## config.mk

```make
export PLATFORM = sky130hd
export DESIGN_NAME = ext
export DESIGN_NICKNAME = d
export VERILOG_FILES = /design/src/rtl/ext.sv
export SDC_FILE = /design/constraint.sdc
export NUM_CORES = 1
export LEC_CHECK = 0
export ABC_AREA = 1
export ABC_CLOCK_PERIOD_IN_PS = 1820
export CORE_ASPECT_RATIO = 1.25
export CORE_MARGIN = 3
export CORE_UTILIZATION = 49
export CTS_BUF_LIST = sky130_fd_sc_hd__clkbuf_2
export CTS_CLUSTER_DIAMETER = 80
export DETAILED_ROUTE_END_ITERATION = 8
export GPL_TIMING_DRIVEN = 0
export PLACE_DENSITY = 0.95
export SETUP_SLACK_MARGIN = 0.02
export SLEW_MARGIN = 0
export SYNTH_ARGS = -nofsm -noshare
export SYNTH_HDL_FRONTEND = slang
export SYNTH_SLANG_ARGS = --single-unit
```

## constraint.sdc

```tcl
create_clock -name clk -period 1.82 [get_ports clk]
set_clock_uncertainty 0.1 [all_clocks]
set_input_delay 0.364 -clock clk [delete_from_list [all_inputs] [get_ports clk]]
set_output_delay 0.364 -clock clk [all_outputs]
set_load 0.03 [all_outputs]
```

## src/rtl/ext.sv

```systemverilog
// Immediate extender: forms the selected immediate from instr[31:7] and
// registers it. Dout clears asynchronously on rst and holds while en is low.
module ext (
   input  logic        clk,
   input  logic        rst,
   input  logic        en,
   input  logic [2:0]  CEU,
   input  logic [24:0] Dint,
   output logic [31:0] Dout
);

   logic        s;
   logic [31:0] imm;

   assign s = Dint[24];

   always_comb begin
      imm = 32'h0000_0000;
      case (CEU)
         3'b000:  imm = {{20{s}}, Dint[24:13]};
         3'b001:  imm = {{20{s}}, Dint[24:18], Dint[4:0]};
         3'b010:  imm = {{19{s}}, s, Dint[0], Dint[23:18], Dint[4:1], 1'b0};
         3'b011:  imm = {Dint[24:5], 12'b0};
         3'b100:  imm = {{11{s}}, s, Dint[12:5], Dint[13], Dint[23:14], 1'b0};
         3'b101:  imm = {27'b0, Dint[17:13]};
         3'b110:  imm = {27'b0, Dint[12:8]};
         default: imm = 32'h0000_0000;
      endcase
   end

   always_ff @(posedge clk or posedge rst) begin
      if (rst)
         Dout <= 32'h0000_0000;
      else if (en)
         Dout <= imm;
   end

endmodule

```

==> results of run 1 <==
## path summary, 6_finish.rpt
check | cells past startpoint | to | from | slack [ps]
worst min-delay path | 3 | Dout[5] | en | 230
max in group asynchronous | 2 | Dout[13] | rst | 450
worst max register to register | 2 | Dout[10] | Dout[10] | 1060
min in group asynchronous | 2 | Dout[22] | rst | 480
worst max-delay path | 1 | Dout[10] | Dout[10] | 170
worst min register to register | 2 | Dout[0] | Dout[0] | 390
## Yosys cell counts
master / number
nand3_1: 17
o21ai_2: 1
inv_1: 3
a21oi_1: 1
nand2_2: 11
nand4_1: 9
inv_4: 1
buf_4: 3
inv_2: 1
buf_6: 1
nor2_1: 2
a21boi_4: 1
dfrtp_1: 32
o211ai_1: 1
buf_2: 2
buf_1: 1
clkbuf_1: 4
nand2_1: 127
nand2_4: 2
## cells by family after synthesis
logic type,synth area share
flops,0.488
simple gates,0.437
compound gates,0.0244
buf+inv,0.0511
## layer usage
| layer | track usage | vias up | share of wire |
|---|---|---|---|
| met5 | 0 | - | 0 |
| met4 | 0.116 | 0 | 0.030 |
| met3 | 0.0639 | 16 | 0.071 |
| met2 | 0.418 | 75 | 0.51 |
| met1 | 0.274 | 770 | 0.39 |
| li1 | - | 821 | - |
## metrics by stage
stage          setup slack (ps)  setup TNS, ps  hold WS (ps)  utilization  area (sq um)
2_1_floorplan               486              0           380            -          1640
3_3_place_gp               -167          -2990           362        0.745          2300
3_5_place_dp               -196          -4600           364        0.745          2300
4_1_cts                     145              0           209        0.753          2320
5_1_grt                    87.2              0           247        0.753          2320
6_report                    170              0           228        0.753          2320
## layout make-up
class / instances / share of cell area
flip-flops and latches: 32 / 0.345
multi-input cells: 172 / 0.326
repair buffers: 61 / 0.246
plain buffers: 11 / 0.0269
well taps: 36 / 0.0194
clock inverters: 2 / 0.0151
clock buffers: 6 / 0.0129
inverters: 5 / 0.00916
## worst reg2reg max path: cells and delay by family (launching register included)
family        cells  cell delay, ps
flops             1             430
simple gates      2             140
## placed cells by master, fill, tap and decap left out, drive strengths merged
cell type / netlist / routed
o211ai: 1 / 1
o21ai: 1 / 1
buf: 7 / 7
nand3: 17 / 17
nand4: 9 / 9
inv: 5 / 5
a21oi: 1 / 1
a21boi: 1 / 1
nor2: 2 / 2
bufinv: 0 / 1
clkinv: 0 / 1
dfrtp: 32 / 32
clkbuf: 4 / 10
clkdlybuf4s50: 0 / 29
nand2: 140 / 140
dlygate4sd2: 0 / 32
## timing repair
item / 4_1_cts / 5_1_grt
setup buffers: 0 / 0
gates resized for setup: 32 / 0
setup endpoints to repair: 32 / 0
## power by group
| group | internal, uW | leakage, uW | total [uW] | switching [uW] |
|---|---|---|---|---|
| Sequential | 781 | 0.000414 | 819 | 37.8 |
| Clock | 236 | 0.0000430 | 471 | 235 |
| Combinational | 190 | 0.000877 | 528 | 338 |
| Total | 1210 | 0.00133 | 1820 | 611 |
==> out/results.ini, run 1 <==
[layout]
seqCellArea_sq_um = 801
multi_input_area_sq_um = 757
area_delta_synth_final_pct = 41.5
largest_register_ffs = 32
drive_gt1_frac = 0.107
top_register = Dout
finalNetCount = 319
fillCellCount = 241
final_cells = 325
n_antenna_cell = 0
largestRegisters = Dout x32

[sta]
setup_viol = 0
rsz0062_at_grt = no
worst_slew_pin_slew_ps = 1170
fmax_mhz = 606
fin_crit_sh = 0.907
finalHoldViolCount = 0
fin_crit_ps = 1650
slew_viol_final = 0
slew_headroom = 0.219

[clock_network]
h-tree-depth = 2
root_buffer = clkbuf_2
clkSinkCount = 32
clock_latency_ps = 370
path_clk_slew_ps = 160
cts_buffers = 5
cts_max_path_buffers = 2
cts_tree = done
cts_hold_buf = 0

[synth]
ys_seq_elements = 32
syn-cell-area_sq_um = 1640
synth_top_area_share = 0.488
ys_seq_area_frac = 0.488
synth_nets = 251
yosysTopAreaCell = dfrtp_1
avgSynthCellArea_sq_um = 7.46
synth.area.top_cells = dfrtp_1, nand2_1, nand3_1, nand2_2, nand4_1
synth.distinct_cells = 19
ys_warn_count = 0
synth_cells = 220

[critical_path]
arrival_ps = 1190
critPathSlowestCell = dlygate4sd2_1
critPathTopFamily = buffers and inverters
required_ps = 1360
cp_max_fo = 2
cp_num_buf_inv = 1
max_stage_delay_ps = 420
worstSetupPathType = reg2out
startpoint_type = register
cp-end-kind = primary output
path_cells = dlygate4sd2_1

[floorplanning]
boundaryPins = 63
dieArea_sq_um = 4080
num_rows = 22
start_util = 0.532
die_h_um = 70.7
core_area_sq_um = 3080
die_x_um = 57.8

[placed_design]
placed_cells = 317
dp_hpwl_um = 3410
portBuffers = 61
place.gp.congestion = 0.898

[power_and_ir_drop]
finalPower_uw = 1820
peakVddDrop_uv = 575
powerDensity_nw_per_um2 = 783
p_leak_uw = 0.00133

[flow_run]
maxCapViolCount = 0

[detailed_routing]
wirelength_um = 4620
drc = 0
via_per_inst = 5.18
drt_iter0_markers = 56
ant_nets = 0
wire_per_inst_um = 14.2
dr_total_vias = 1682
dr.pass1.iters = 4

[global_routing]
antenna_found_initial = 0
grt_pass1_vias = 1678
grt_max_degree = 33
grt_pass1_wl_um = 7690
grt_use_total = 0.243
grt-ovfl-total = 0

[run_status]
outcome = finished, final reports clean

[hold_path]
hp-class = in2reg

Note: power is estimated with default switching activity, not from simulation.
==> run 2, diff against run 1 <==
--- a/config.mk
+++ b/config.mk
@@ -6,15 +6,15 @@
 export NUM_CORES = 1
 export LEC_CHECK = 0
 export ABC_AREA = 1
-export ABC_CLOCK_PERIOD_IN_PS = 1820
+export ABC_CLOCK_PERIOD_IN_PS = 1400
 export CORE_ASPECT_RATIO = 1.25
 export CORE_MARGIN = 3
-export CORE_UTILIZATION = 49
+export CORE_UTILIZATION = 41
 export CTS_BUF_LIST = sky130_fd_sc_hd__clkbuf_2
 export CTS_CLUSTER_DIAMETER = 80
 export DETAILED_ROUTE_END_ITERATION = 8
 export GPL_TIMING_DRIVEN = 0
-export PLACE_DENSITY = 0.95
+export PLACE_DENSITY = 0.87
 export SETUP_SLACK_MARGIN = 0.02
 export SLEW_MARGIN = 0
 export SYNTH_ARGS = -nofsm -noshare
==> constraint.sdc (replaced) <==
create_clock -name clk -period 1.4 [get_ports clk]
set_clock_uncertainty 0.1 [all_clocks]
set_input_delay 0.28 -clock clk [delete_from_list [all_inputs] [get_ports clk]]
set_output_delay 0.28 -clock clk [all_outputs]
set_load 0.03 [all_outputs]
==> run 2 against run 1 <==
Against the previous run:
- final area rose by 5.8%
- register-to-register slack got worse by 530 ps
- sequential cell count did not move
- first-iteration DRC count rose by 30%
- non-clock buffer count rose by 17
- combinational power rose by 50%
- clock power fell by 13%
- critical endpoint is now Dout[23]
- wire length fell by 3.6%
- largest cell class unchanged
- cell count rose by 10%
- sequential share of layout area fell by 1.9 points
==> out/results.ini, run 2 (synthesis gave the netlist of run 1 again) <==
[critical_path]
path_cells = buf_6
cp_max_fo = 2
cp-end-kind = primary output
max_stage_delay_ps = 440
arrival_ps = 970
required_ps = 1020
startpoint_type = register
worstSetupPathType = reg2out
critPathTopFamily = flip-flops
critPathSlowestCell = dfrtp_1
cp_num_buf_inv = 1

[sta]
fmax_mhz = 740
rsz0062_at_grt = yes
worst_slew_pin_slew_ps = 667
setup_viol = 0
finalHoldViolCount = 0
fin_crit_sh = 0.965
slew_headroom = 0.554
worst_slack_ps = 48.4
fin_crit_ps = 1350
slew_viol_final = 0
setup_tns_ps = 0

[floorplanning]
start_util = 0.430
num_rows = 25
dieArea_sq_um = 4800
boundaryPins = 63
die_h_um = 76.7
die_x_um = 62.6
core_area_sq_um = 3820

[layout]
post-route-util = 0.644
final_cell_mix = nand2_1, dfrtp_1, clkdlybuf4s50_1
multi_input_area_sq_um = 767
largest_register_ffs = 32
n_antenna_cell = 0
largestRegisters = Dout x32
top_register = Dout
design_area_sq_um = 2460
drive_gt1_frac = 0.262
area_delta_synth_final_pct = 49.6
fillCellCount = 325
seqCellArea_sq_um = 801
layout_commonest_cell = nand2_1
finalNetCount = 336
final_cells = 359

[placed_design]
place.gp.congestion = 0.826
placed_cells = 335
dp_slack_ps = -505
dp_hpwl_um = 3250
place_area_sq_um = 2320
portBuffers = 61

[detailed_routing]
dr_total_vias = 1682
drc = 0
via_per_inst = 4.69
wirelength_um = 4460
dr.pass1.iters = 4
wire_per_inst_um = 12.4
drt_iter0_markers = 73
ant_nets = 0

[clock_network]
clock_latency_ps = 380
cts_buffers = 5
root_buffer = clkbuf_2
path_clk_slew_ps = 170
cts_tree = done
cts_max_path_buffers = 2
clkSinkCount = 32
cts_hold_buf = 0
h-tree-depth = 2

[global_routing]
grt_pass1_wl_um = 7090
grt_use_total = 0.186
grt_pass1_vias = 1585
grt_max_degree = 33
antenna_found_initial = 0
grt-ovfl-total = 0

[power_and_ir_drop]
peakVddDrop_uv = 616
p_leak_uw = 0.00139
powerDensity_nw_per_um2 = 924

[hold_path]
hp-class = in2reg

[run_status]
outcome = finished, final reports clean

[flow_run]
maxCapViolCount = 0

[run 2: final timing paths]
check | startpoint | endpoint | slack (ps) | depth (start not counted)
setup reg to reg | Dout[23] | Dout[23] | 530 | 3
setup / recovery | Dout[23] | Dout[23] | 50 | 1
min in group asynchronous | rst | Dout[8] | 200 | 2
max in group asynchronous | rst | Dout[20] | 580 | 2
hold reg to reg | Dout[6] | Dout[6] | 390 | 2
hold / removal | en | Dout[31] | 160 | 3
[run 2: per-layer routing]
layer / vias to the layer above / share of wire / track usage / wire, um
li1: 858 / - / - / -
met1: 767 / 0.41 / 0.208 / 1830
met2: 46 / 0.50 / 0.315 / 2230
met3: 11 / 0.054 / 0.0542 / 241
met4: 0 / 0.036 / 0.104 / 159
met5: - / 0 / 0 / 0
[run 2: layout make-up]
cell class	count	share of cell area
buffer	11	0.0306
clock buffer	5	0.0102
clock inverter	2	0.00306
inverter	5	0.0102
multi-input combinational	172	0.312
sequential	32	0.326
tap	54	0.0275
timing repair buffer	78	0.280
[run 2: through the flow]
stage          hold WS [ps]  total power (uW)
6_report                161              2270
5_1_grt                 178              2390
4_1_cts                 148              2160
3_5_place_dp            366              1830
3_3_place_gp            361              1820
2_1_floorplan           296              1490
[run 2: power breakdown]
| group | switching, uW | internal [uW] | total (uW) |
|---|---|---|---|
| registers | 53.9 | 1020 | 1070 |
| logic | 454 | 338 | 791 |
| clock network | 305 | 103 | 408 |
| total | 813 | 1460 | 2270 |
[run 2: what timing repair did]
item,4_1_cts,5_1_grt
setup buffers,1,14
cloned,0,2
setup endpoints to repair,57,42
hold endpoints to repair,0,0
resized for setup,171,42
==> run 3, diff against run 2 <==
--- a/config.mk
+++ b/config.mk
@@ -5,11 +5,10 @@
 export SDC_FILE = /design/constraint.sdc
 export NUM_CORES = 1
 export LEC_CHECK = 0
-export ABC_AREA = 1
 export ABC_CLOCK_PERIOD_IN_PS = 1400
 export CORE_ASPECT_RATIO = 1.25
 export CORE_MARGIN = 3
-export CORE_UTILIZATION = 41
+export CORE_UTILIZATION = 39
 export CTS_BUF_LIST = sky130_fd_sc_hd__clkbuf_2
 export CTS_CLUSTER_DIAMETER = 80
 export DETAILED_ROUTE_END_ITERATION = 8
==> constraint.sdc (replaced) <==
create_clock -name clk -period 1.4 [get_ports clk]
set_clock_uncertainty 0.1 [all_clocks]
set_input_delay 0.28 -clock clk [delete_from_list [all_inputs] [get_ports clk]]
set_output_delay 0.28 -clock clk [all_outputs]
set_load 0.02 [all_outputs]
==> run 3 against run 2 <==
Against the previous run:
- global-route usage up 1.8 points
- maximum frequency is 0.21% higher
- first-iteration DRC count down 45%
- utilization decreased by 2.4 points
- sequential share of layout area is 6.1 points higher
- cell count is 36% lower
- synthesized cell count decreased by 49%
- non-clock buffer count shrank 8
- count of clock-buffer cells in the layout up 1
- synthesized area fell by 14%
- combinational power shrank 23%
- highest routed layer unchanged
==> out/results.ini, run 3 <==
[critical_path]
startpoint_type = register
ff2ff_setup_slack_ps = 320
max_stage_delay_ps = 430
cp-end-kind = primary output
worstSetupPathType = reg2out
r2r_start = Dout[20]
reg2reg_to = Dout[20]
critPathTopFamily = flip-flops
cp_num_buf_inv = 1
required_ps = 1020
critPathSlowestCell = dfrtp_1
reg2regPathDepth = 2
path_cells = buf_2
cp_max_fo = 2
arrival_ps = 970

[placed_design]
portBuffers = 62
dp_hpwl_um = 3120
placed_cells = 212
dp_slack_ps = -584
place.gp.congestion = 0.823

[synth]
synth_top_area_share = 0.566
ys_seq_elements = 32
synth_ff_type = dfrtp_1
yosysMostFrequentCell = dfrtp_1
ys_warn_count = 0
synth-edff-count = 0
ys_async_sr_fraction = 1.00
ys_seq_area_frac = 0.566
synth_cells = 113
synth_nets = 144
syn-cell-area_sq_um = 1420
synth.area.top_cells = dfrtp_1, a221o_1, a31oi_1, a22o_1, nand3b_1
synth.distinct_cells = 30
avgSynthCellArea_sq_um = 12.5
synth_commonest_cells = dfrtp_1, a221o_1, a31oi_1
yosysTopAreaCell = dfrtp_1

[layout]
multi_input_area_sq_um = 568
fillCellCount = 276
area_delta_synth_final_pct = 46.2
largest_register_ffs = 32
final_cell_mix = dfrtp_1, buf_2, clkdlybuf4s50_1
top_register = Dout
final_cells = 229
largestRegisters = Dout x32
finalNetCount = 223
seqCellArea_sq_um = 801
post-route-util = 0.620
drive_gt1_frac = 0.349
n_antenna_cell = 0

[sta]
fin_hold_ws_ps = 225
worst_slew_pin_slew_ps = 682
fmax_mhz = 741
worst_slack_ps = 51.2
finalHoldViolCount = 0
setup_viol = 0
fin_crit_sh = 0.963
slew_headroom = 0.545
fin_crit_ps = 1350
slew_viol_final = 0
rsz0062_at_grt = no

[floorplanning]
dieArea_sq_um = 4390
boundaryPins = 63
core_area_sq_um = 3340
die_h_um = 73.3
die_x_um = 59.9
num_rows = 23
start_util = 0.424

[global_routing]
grt_use_total = 0.204
grt_max_degree = 33
antenna_found_initial = 0
grt_pass1_vias = 1456
grt_pass1_wl_um = 6820
grt-ovfl-total = 0

[detailed_routing]
wire_per_inst_um = 18.1
dr.pass1.iters = 4
drt_iter0_markers = 40
via_per_inst = 5.95
dr_total_vias = 1363
drc = 0
ant_nets = 0
wirelength_um = 4160

[clock_network]
clkSinkCount = 32
path_clk_slew_ps = 170
cts_tree = done
clock_latency_ps = 370
cts_buffers = 5
cts_max_path_buffers = 2
h-tree-depth = 2
root_buffer = clkbuf_2

[flow_run]
maxCapViolCount = 0

[power_and_ir_drop]
finalPower_uw = 2110
p_leak_uw = 0.000997
powerDensity_nw_per_um2 = 1020
peakVddDrop_uv = 544

[run_status]
outcome = finished, final reports clean

[hold_path]
hp-class = in2async

-- run 3: changes by cell type after synthesis, sizes merged, moves of 2 or more --
| cell | previous run | this run |
|---|---|---|
| nand3b | 0 | 4 |
| inv | 5 | 3 |
| a221o | 0 | 19 |
| nand3 | 17 | 4 |
| a31oi | 0 | 10 |
| nand4 | 9 | 0 |
| nand2 | 140 | 1 |
| and4b | 0 | 2 |
| a22o | 0 | 6 |
| buf | 7 | 5 |
| nor2 | 2 | 8 |
-- run 3: cells by family (layout without fill, tap and decap cells) --
logic type,after synthesis,count (layout),share of synthesized area
muxes,1,1,0.00707
buffers and inverters,12,91,0.0460
DFF,32,32,0.566
xor gates and xnor gates,1,1,0.00619
adders and majority gates,1,1,0.00707
AOI/OAI and AO/OA,40,40,0.252
and+or+nand+nor,26,26,0.116
-- run 3: per-layer routing --
layer / vias to the layer above / track usage / wire (um)
li1: 607 / - / -
met1: 678 / 0.247 / 1560
met2: 64 / 0.340 / 2140
met3: 14 / 0.0457 / 322
met4: 0 / 0.0936 / 128
met5: - / 0 / 0
-- run 3: worst max path at each step --
stage,slack (ps),from,cells past startpoint,end
global route,20,Dout[16],1,Dout[16]
global placement,-520,CEU[1],4,Dout[10]
finish,50,Dout[16],1,Dout[16]
CTS,50,Dout[2],1,Dout[2]
floorplan,70,CEU[0],4,Dout[12]
detailed placement,-580,CEU[1],4,Dout[8]
-- run 3: power by group --
part | switching [uW] | internal (uW) | total [uW]
clock | 302 | 119 | 421
sequential | 52.5 | 1020 | 1070
combinational | 329 | 284 | 613
total | 683 | 1420 | 2110
-- run 3: metrics by stage --
| step | setup TNS (ps) | cell area (sq um) |
|---|---|---|
| 2_1_floorplan | 0 | 1420 |
| 3_3_place_gp | -26570 | 2080 |
| 3_5_place_dp | -30180 | 2080 |
| 4_1_cts | 0 | 2050 |
| 5_1_grt | 0 | 2070 |
| 6_report | 0 | 2070 |
-- run 3: area by class of cell --
type                            count  area share
Inverter                            3     0.00726
Clock buffer                        6      0.0145
Timing Repair Buffer               72       0.260
Buffer                              9      0.0315
Clock inverter                      1     0.00242
Sequential cell                    32       0.387
Tap cell                           37      0.0224
Multi-Input combinational cell     69       0.275
-- run 3: repair_timing --
| item | 4_1_cts | 5_1_grt |
|---|---|---|
| setup endpoints to repair | 96 | 7 |
| setup buffers | 10 | 0 |
| resized for setup | 141 | 6 |
| hold buffers | 0 | 0 |
| cloned | 0 | 0 |
| hold endpoints to repair | 0 | 0 |
